**src/rtl/sys_rst_pkg.sv**
```systemverilog
`default_nettype none
// +----------------------------------------------------------------------------+
// | Module  : sys_rst_pkg                                                       |
// | Purpose : Shared definitions for the system restart scheduler: FSM state    |
// |           encodings, request source indices and a saturating increment.    |
// | Revision: 1.0  initial release                                             |
// +----------------------------------------------------------------------------+
package sys_rst_pkg;

   // Scheduler states; the encoding is exported on SCHED_STATE for debug.
   typedef enum logic [2:0] {
      ST_IDLE    = 3'd0,
      ST_ARB     = 3'd1,
      ST_PULSE   = 3'd2,
      ST_WAIT_LO = 3'd3,
      ST_WAIT_HI = 3'd4,
      ST_HOLD    = 3'd5
   } sched_state_t;

   // Request source indices; bit 0 has the highest priority.
   localparam int c_src_jtag = 0;
   localparam int c_src_csp  = 1;
   localparam int c_src_qpll = 2;
   localparam int c_src_mmcm = 3;

   // Width of the shared state timer; large enough for the wait timeout.
   localparam int c_tmr_w = 20;

   // Increment that sticks at max_val instead of wrapping.
   function automatic logic [31:0] sat_inc(input logic [31:0] val,
                                           input logic [31:0] max_val);
      return (val >= max_val) ? val : val + 32'd1;
   endfunction

endpackage
`default_nettype wire

```
**src/rtl/rst_req_capture.sv**
```systemverilog
`default_nettype none
// +----------------------------------------------------------------------------+
// | Module  : rst_req_capture                                                   |
// | Purpose : Registers the restart request levels, detects unmasked rising    |
// |           edges and keeps one pending bit per source.                      |
// | Ports   : clk, rst_n   clock / asynchronous active-low reset               |
// |           i_req        request levels (N)                                   |
// |           i_mask       1 = ignore that source's edges (N)                   |
// |           i_clr        clear all pending bits (arbitration strobe)          |
// |           o_pending    pending request bits (N)                             |
// | Revision: 1.0  initial release                                             |
// +----------------------------------------------------------------------------+
module rst_req_capture
   import sys_rst_pkg::*;
#(
   parameter int N = 4
) (
   input  logic         clk,
   input  logic         rst_n,
   input  logic [N-1:0] i_req,
   input  logic [N-1:0] i_mask,
   input  logic         i_clr,
   output logic [N-1:0] o_pending
);

   logic [N-1:0] r_req;
   logic [N-1:0] r_req_q;
   logic [N-1:0] r_pending;
   logic [N-1:0] w_rise;

   // Edge detect runs on the registered copy so that the request path is
   // one flop deep before it can influence the pending bits.
   assign w_rise = r_req & ~r_req_q & ~i_mask;

   always_ff @(posedge clk or negedge rst_n) begin
      if (!rst_n) begin
         r_req     <= '0;
         r_req_q   <= '0;
         r_pending <= '0;
      end else begin
         r_req     <= i_req;
         r_req_q   <= r_req;
         // A new edge in the clearing cycle survives: set beats clear.
         r_pending <= (i_clr ? '0 : r_pending) | w_rise;
      end
   end

   assign o_pending = r_pending;

endmodule
`default_nettype wire

```
**src/rtl/sys_rst_scheduler.sv**
```systemverilog
`default_nettype none
// +----------------------------------------------------------------------------+
// | Module  : sys_rst_scheduler                                                 |
// | Purpose : Arbitrates restart requests into a single RESTART pulse,         |
// |           supervises the RUN drop/return with a timeout, enforces a        |
// |           holdoff against restart storms and keeps cause/statistics.       |
// | Ports   : CLK          system clock                                         |
// |           EOS          asynchronous active-low reset                        |
// |           REQ          restart request levels (N_SRC)                       |
// |           REQ_MASK     1 = ignore that source (N_SRC)                       |
// |           RUN          run status from the reset manager                    |
// |           CLR_STAT     clear RST_CNT / TMO_ERR / CAUSE_VLD (/ SRC_CNT)      |
// |           RESTART      restart pulse, PULSE_W cycles                        |
// |           BUSY         scheduler not idle                                   |
// |           CAUSE        pending bits captured at the last arbitration        |
// |           CAUSE_VLD    CAUSE holds a valid record                           |
// |           TMO_ERR      sticky wait timeout flag                             |
// |           RST_CNT      saturating count of issued pulses                    |
// |           SRC_CNT      per-source saturating counts                         |
// |           SCHED_STATE  FSM state for debug                                  |
// | Macro   : SYS_RST_SRC_STATS_EN enables the per-source counters; without   |
// |           it SRC_CNT is tied to zero.                                      |
// | Revision: 1.0  initial release                                             |
// +----------------------------------------------------------------------------+
module sys_rst_scheduler
   import sys_rst_pkg::*;
#(
   parameter int          N_SRC    = 4,
   parameter int          PULSE_W  = 8,
   parameter logic [15:0] HOLDOFF  = 16'd40000,
   parameter logic [19:0] DONE_TMO = 20'd400000,
   parameter int          CNT_W    = 8
) (
   input  logic                   CLK,
   input  logic                   EOS,
   input  logic [N_SRC-1:0]       REQ,
   input  logic [N_SRC-1:0]       REQ_MASK,
   input  logic                   RUN,
   input  logic                   CLR_STAT,
   output logic                   RESTART,
   output logic                   BUSY,
   output logic [N_SRC-1:0]       CAUSE,
   output logic                   CAUSE_VLD,
   output logic                   TMO_ERR,
   output logic [CNT_W-1:0]       RST_CNT,
   output logic [N_SRC*CNT_W-1:0] SRC_CNT,
   output logic [2:0]             SCHED_STATE
);

   localparam logic [31:0]        c_cnt_max   = 32'((64'd1 << CNT_W) - 64'd1);
   localparam logic [c_tmr_w-1:0] c_pulse_last = c_tmr_w'(PULSE_W - 1);
   localparam logic [c_tmr_w-1:0] c_hold_last  = c_tmr_w'(HOLDOFF) - 1'b1;
   localparam logic [c_tmr_w-1:0] c_tmo_last   = c_tmr_w'(DONE_TMO) - 1'b1;

   sched_state_t        r_state;
   sched_state_t        w_state_nxt;
   logic                w_tmr_clr;
   logic                w_tmo_set;
   logic [c_tmr_w-1:0]  r_tmr;
   logic [N_SRC-1:0]    w_pending;
   logic                w_arb;
   logic                r_restart;
   logic                r_run_lo_seen;
   logic [N_SRC-1:0]    r_cause;
   logic                r_cause_vld;
   logic                r_tmo_err;
   logic [CNT_W-1:0]    r_rst_cnt;

   assign w_arb = (r_state == ST_ARB);

   rst_req_capture #(
      .N (N_SRC)
   ) u_capture (
      .clk       (CLK),
      .rst_n     (EOS),
      .i_req     (REQ),
      .i_mask    (REQ_MASK),
      .i_clr     (w_arb),
      .o_pending (w_pending)
   );

   // ---------------------------------------------------------------- FSM
   always_ff @(posedge CLK or negedge EOS) begin
      if (!EOS) r_state <= ST_IDLE;
      else      r_state <= w_state_nxt;
   end

   always_comb begin
      w_state_nxt = r_state;
      w_tmr_clr   = 1'b0;
      w_tmo_set   = 1'b0;
      case (r_state)
         ST_IDLE:    if (|w_pending) w_state_nxt = ST_ARB;
         ST_ARB:     w_state_nxt = ST_PULSE;
         ST_PULSE:   if (r_tmr == c_pulse_last) w_state_nxt = ST_WAIT_LO;
         ST_WAIT_LO: begin
            // RUN may already have dropped while the pulse was still high.
            if (!RUN || r_run_lo_seen) begin
               w_state_nxt = ST_WAIT_HI;
            end else if (r_tmr > c_tmo_last) begin
               w_state_nxt = ST_HOLD;
               w_tmo_set   = 1'b1;
            end
         end
         ST_WAIT_HI: begin
            if (RUN) begin
               w_state_nxt = ST_HOLD;
            end else if (r_tmr > c_tmo_last) begin
               w_state_nxt = ST_HOLD;
               w_tmo_set   = 1'b1;
            end
         end
         ST_HOLD: begin
            // A RUN drop means the system is not yet stable: start over.
            if (!RUN)                     w_tmr_clr   = 1'b1;
            else if (r_tmr == c_hold_last) w_state_nxt = ST_IDLE;
         end
         default:    w_state_nxt = ST_IDLE;
      endcase
   end

   // Shared timer: zero on every state entry, sticks at all-ones.
   always_ff @(posedge CLK or negedge EOS) begin
      if (!EOS) begin
         r_tmr <= '0;
      end else if ((w_state_nxt != r_state) || w_tmr_clr) begin
         r_tmr <= '0;
      end else if (r_tmr != '1) begin
         r_tmr <= r_tmr + 1'b1;
      end
   end

   // RESTART comes straight from a flop so the reset manager sees no glitches.
   always_ff @(posedge CLK or negedge EOS) begin
      if (!EOS) begin
         r_restart     <= 1'b0;
         r_run_lo_seen <= 1'b0;
      end else begin
         r_restart <= (w_state_nxt == ST_PULSE);
         if (w_arb)                             r_run_lo_seen <= 1'b0;
         else if ((r_state == ST_PULSE) && !RUN) r_run_lo_seen <= 1'b1;
      end
   end

   // ---------------------------------------------------------- statistics
   // An arbitration in the same cycle as CLR_STAT still records itself,
   // so the counter restarts at one rather than zero.
   always_ff @(posedge CLK or negedge EOS) begin
      if (!EOS) begin
         r_cause     <= '0;
         r_cause_vld <= 1'b0;
         r_rst_cnt   <= '0;
         r_tmo_err   <= 1'b0;
      end else begin
         if (w_arb) begin
            r_cause     <= w_pending;
            r_cause_vld <= 1'b1;
            r_rst_cnt   <= CLR_STAT ? CNT_W'(1)
                                    : CNT_W'(sat_inc(32'(r_rst_cnt), c_cnt_max));
         end else if (CLR_STAT) begin
            r_cause_vld <= 1'b0;
            r_rst_cnt   <= '0;
         end
         if (w_tmo_set)     r_tmo_err <= 1'b1;
         else if (CLR_STAT) r_tmo_err <= 1'b0;
      end
   end

`ifdef SYS_RST_SRC_STATS_EN
   logic [CNT_W-1:0] r_src_cnt [N_SRC];

   for (genvar gi = 0; gi < N_SRC; gi++) begin : g_src_cnt
      always_ff @(posedge CLK or negedge EOS) begin
         if (!EOS) begin
            r_src_cnt[gi] <= '0;
         end else if (w_arb) begin
            if (CLR_STAT)
               r_src_cnt[gi] <= CNT_W'(w_pending[gi]);
            else if (w_pending[gi])
               r_src_cnt[gi] <= CNT_W'(sat_inc(32'(r_src_cnt[gi]), c_cnt_max));
         end else if (CLR_STAT) begin
            r_src_cnt[gi] <= '0;
         end
      end
      assign SRC_CNT[gi*CNT_W +: CNT_W] = r_src_cnt[gi];
   end
`else
   assign SRC_CNT = '0;
`endif

   assign RESTART     = r_restart;
   assign BUSY        = (r_state != ST_IDLE);
   assign CAUSE       = r_cause;
   assign CAUSE_VLD   = r_cause_vld;
   assign TMO_ERR     = r_tmo_err;
   assign RST_CNT     = r_rst_cnt;
   assign SCHED_STATE = r_state;

endmodule
`default_nettype wire

```
**config.mk**
```make
export PLATFORM = sky130hd
export DESIGN_NAME = sys_rst_scheduler
export DESIGN_NICKNAME = d
export VERILOG_FILES = /design/src/rtl/sys_rst_pkg.sv /design/src/rtl/rst_req_capture.sv /design/src/rtl/sys_rst_scheduler.sv
export SDC_FILE = /design/constraint.sdc
export NUM_CORES = 1
export LEC_CHECK = 0
export CAP_MARGIN = 20
export CELL_PAD_IN_SITES_DETAIL_PLACEMENT = 1
export CELL_PAD_IN_SITES_GLOBAL_PLACEMENT = 1
export CORE_MARGIN = 8
export CORE_UTILIZATION = 41
export DETAILED_ROUTE_END_ITERATION = 7
export PLACE_DENSITY_LB_ADDON = 0.1
export SLEW_MARGIN = 10
export SYNTH_ARGS = -nofsm -noshare
export SYNTH_HDL_FRONTEND = slang
export SYNTH_SLANG_ARGS = --single-unit
```
**constraint.sdc**
```tcl
create_clock -name CLK -period 7.1 [get_ports CLK]
set_clock_uncertainty 0.15 [all_clocks]
set_input_delay 0.71 -clock CLK [delete_from_list [all_inputs] [get_ports CLK]]
set_output_delay 0.71 -clock CLK [all_outputs]
set_load 0.01 [all_outputs]
```
==> impl_metrics.json <==
{
  "dp.final_hpwl_um": 4270,
  "synth_edf_count": 0,
  "wirelength_um": 5940,
  "seqCellArea_mm2": 0.00128,
  "async_flop_share_pct": 100,
  "htreeDepth": 2,
  "start_util_pct": 42.2,
  "gp_congestion": 0.746,
  "num_io_pins": 63,
  "clk_pin_slew_ps": 90,
  "end_kind": "flop",
  "synth_fa_ha_area_share_pct": 0.934,
  "clkPwrFrac_pct": 20.8,
  "synthXorXnorAreaFrac_pct": 7.19,
  "cts_sinks": 51,
  "final-hold-violation-count": 0,
  "final-setup-viol-count": 0,
  "instances_no_fill": 374,
  "synth_top_family_by_area": "simple AND/OR/NAND/NOR gates",
  "tns_ps": 0,
  "grt_setup_unrepaired": "false",
  "crit_required_ps": 7180,
  "cp.arrival_ps": 2910,
  "routedWlPerCell_um": 15.9,
  "seqPwrFrac_pct": 45.8,
  "intPower_w": 0.000555,
  "vias": 1913,
  "grtUsageTotal_pct": 13.1,
  "synth.avg_cell_area_um2": 10.0,
  "path_max_fanout": 20,
  "fillers": 728,
  "ant_nets": 0,
  "die_w_um": 96.9,
  "syn_to_final_growth_pct": 12.4,
  "cts_buffer_depth": 2,
  "syn_area_mm2": 0.00268,
  "synth-simple-area-share_pct": 21.1,
  "drt_iter0_markers": 77,
  "grt_max_degree": 52,
  "firstDrtPassIters": 4,
  "p_per_area_mw_per_mm2": 285,
  "antenna_found_initial": 0,
  "via_per_inst": 5.11,
  "die_h_um": 96.9,
  "post_cts_buffers": 0,
  "insertion_delay_ps": 310,
  "r2r_cells": 6,
  "cap_viol_max_count": 0,
  "period_needed_ps": 2840,
  "worst_slew_pin_slew_ps": 660,
  "cts_resized": 0,
  "yosysSeqAreaShare_pct": 47.6,
  "outcome": "completed",
  "fmax_ghz": 0.352,
  "grt_pass1_wl_um": 10400,
  "crit_type": "reg -> reg",
  "ys_types": 49,
  "core_area_mm2": 0.00635,
  "layout.nets": 310,
  "tritoncts": "yes",
  "rows": 29,
  "synth_seq_cells": 51,
  "p_comb_share_pct": 33.3,
  "whs_ps": 234,
  "slew_viol_final": 0,
  "drc": 0,
  "power_switching_w": 0.000304,
  "dieArea_mm2": 0.00938,
  "cts_buffers": 5,
  "ctsRootBufferMaster": "clkbuf_8",
  "diodes": 0,
  "p_sw_share_pct": 35.4,
  "design_area_mm2": 0.00301,
  "layout-drive-gt1-share_pct": 8.08,
  "relSlewSlack_pct": 56.0,
  "leakagePower_nw": 1.36,
  "ys.flop_type": "dfrtp_1",
  "grt_pass1_vias": 2040,
  "synth_cells": 268,
  "place_inst": 366,
  "port_buffers": 30,
  "irDropWorstVdd_uv": 120,
  "dpl_cell_area_mm2": 0.00291,
  "hold_depth": 0,
  "cts_hold_buffers": 0,
  "hold_path.class": "reg -> reg",
  "synth_compound_gate_area_share_pct": 8.73,
  "yosys_warnings": 0,
  "synthMuxAreaShare_pct": 2.85,
  "multi_input_area_mm2": 0.00121,
  "cp-start-kind": "flop",
  "grt.overflow.total": 0,
  "period_share_pct": 40.0
}
metal layers:
| layer | track usage [%] | part of all wire (%) | vias up |
|---|---|---|---|
| li1 | - | - | 919 |
| met1 | 16.7 | 47 | 942 |
| met2 | 20.8 | 46 | 45 |
| met3 | 3.84 | 5.3 | 7 |
| met4 | 4.26 | 1.3 | 0 |
| met5 | 0 | 0 | - |
cell usage in the layout, fill, tap and decap left out, drive strengths merged, types with 3 or more instances in the layout:
cell type / netlist / final
or4: 3 / 3
nand3: 10 / 10
or3: 3 / 3
and4: 5 / 5
a21oi: 7 / 7
clkbuf: 6 / 6
o21ai: 7 / 7
nor3: 8 / 8
nor2b: 3 / 3
nand4: 11 / 11
xor2: 19 / 19
conb: 1 / 32
clkdlybuf4s50: 0 / 29
dfrtp: 51 / 51
a22o: 5 / 5
xnor2: 3 / 3
nor2: 36 / 36
mux2: 5 / 5
and3: 4 / 4
inv: 6 / 6
nand2: 12 / 12
worst paths after layout:
path                               startpoint                   end  slack [ps]
setup / recovery                     r_tmr[6]              r_tmr[2]        4260
hold / removal             u_capture.r_req[2]  u_capture.r_req_q[2]         230
setup reg to reg                     r_tmr[6]              r_tmr[2]        4260
hold reg to reg            u_capture.r_req[2]  u_capture.r_req_q[2]         230
max in group asynchronous                 EOS            RST_CNT[3]        6000
min in group asynchronous                 EOS            RST_CNT[5]         350
cells in the mapped netlist, drive strengths merged, types with 2 or more instances:
cell type  number  area (µm²)
o21ai           7        35.0
and4            5        43.8
nand3          10        50.1
nand2b          2        12.5
or3b            2        17.5
nor2           36         135
dfrtp          51        1280
a21oi           7        35.0
nand2          12        45.0
or4             3        26.3
mux2            5        56.3
nor3            8        50.1
inv             6        22.5
xnor2           3        26.3
a211oi          2        32.5
mux2i           2        20.0
nand4          11        68.8
clkbuf          6        22.5
buf            35         260
xor2           19         166
nor2b           3        18.8
and3            4        25.0
or3             3        18.8
and2            2        12.5
ha              2        25.0
nor4            2        12.5
a22o            5        43.8
power by group through the flow:
| stage | Combinational, W | Clock, W | Sequential, W |
|---|---|---|---|
| final | 0.000286 | 0.000179 | 0.000394 |
| after global routing | 0.000316 | 0.000198 | 0.000405 |
| after CTS | 0.000292 | 0.000187 | 0.000396 |
| after detailed placement | 0.000291 | 0 | 0.000402 |
| after global placement | 0.000286 | 0 | 0.000402 |
| after floorplan | 0.000207 | 0 | 0.000386 |
critical path, cell delays in order, from the launching register on:
cell and delay (ps):
dfrtp_1 450, or4_1 590, nor4_1 350, a21oi_1 160, a311oi_2 260, mux2_2 550
a211oi_2 240
cells by family after synthesis:
logic type / after synthesis
XOR/XNOR: 22
AND/OR/NAND/NOR: 107
AO/OA/AOI/OAI: 31
flip-flops: 51
buffers and inverters: 47
other: 1
adder cells (fa/ha/maj): 2
multiplexers: 7
registers in the layout (all words and copies together), names as in the netlist:
signal	flops
r_tmr	20
u_capture.o_pending	4
RST_CNT	8
u_capture.r_req	4
SCHED_STATE	3
CAUSE_VLD	1
u_capture.r_req_q	4
r_run_lo_seen	1
RESTART	1
CAUSE	4
TMO_ERR	1
metrics by stage:
stage          worst slack (ps)  total power, W  utilization (%)
6_report                   4260        0.000859             47.4
5_1_grt                    4120        0.000919             47.4
4_1_cts                    4280        0.000875             47.4
3_5_place_dp               4100        0.000693             45.9
3_3_place_gp               4190        0.000687             45.9
2_1_floorplan              4650        0.000594                -
final cells by class:
type | instances | share of cell area [%]
clock buffers | 6 | 2.74
well taps | 77 | 3.20
repair buffers | 31 | 10.1
clock inverters | 2 | 0.540
inverters | 6 | 0.748
multi-input cells | 201 | 40.3
flip-flops and latches | 51 | 42.4
No activity file was read; power rests on OpenSTA's default activity.
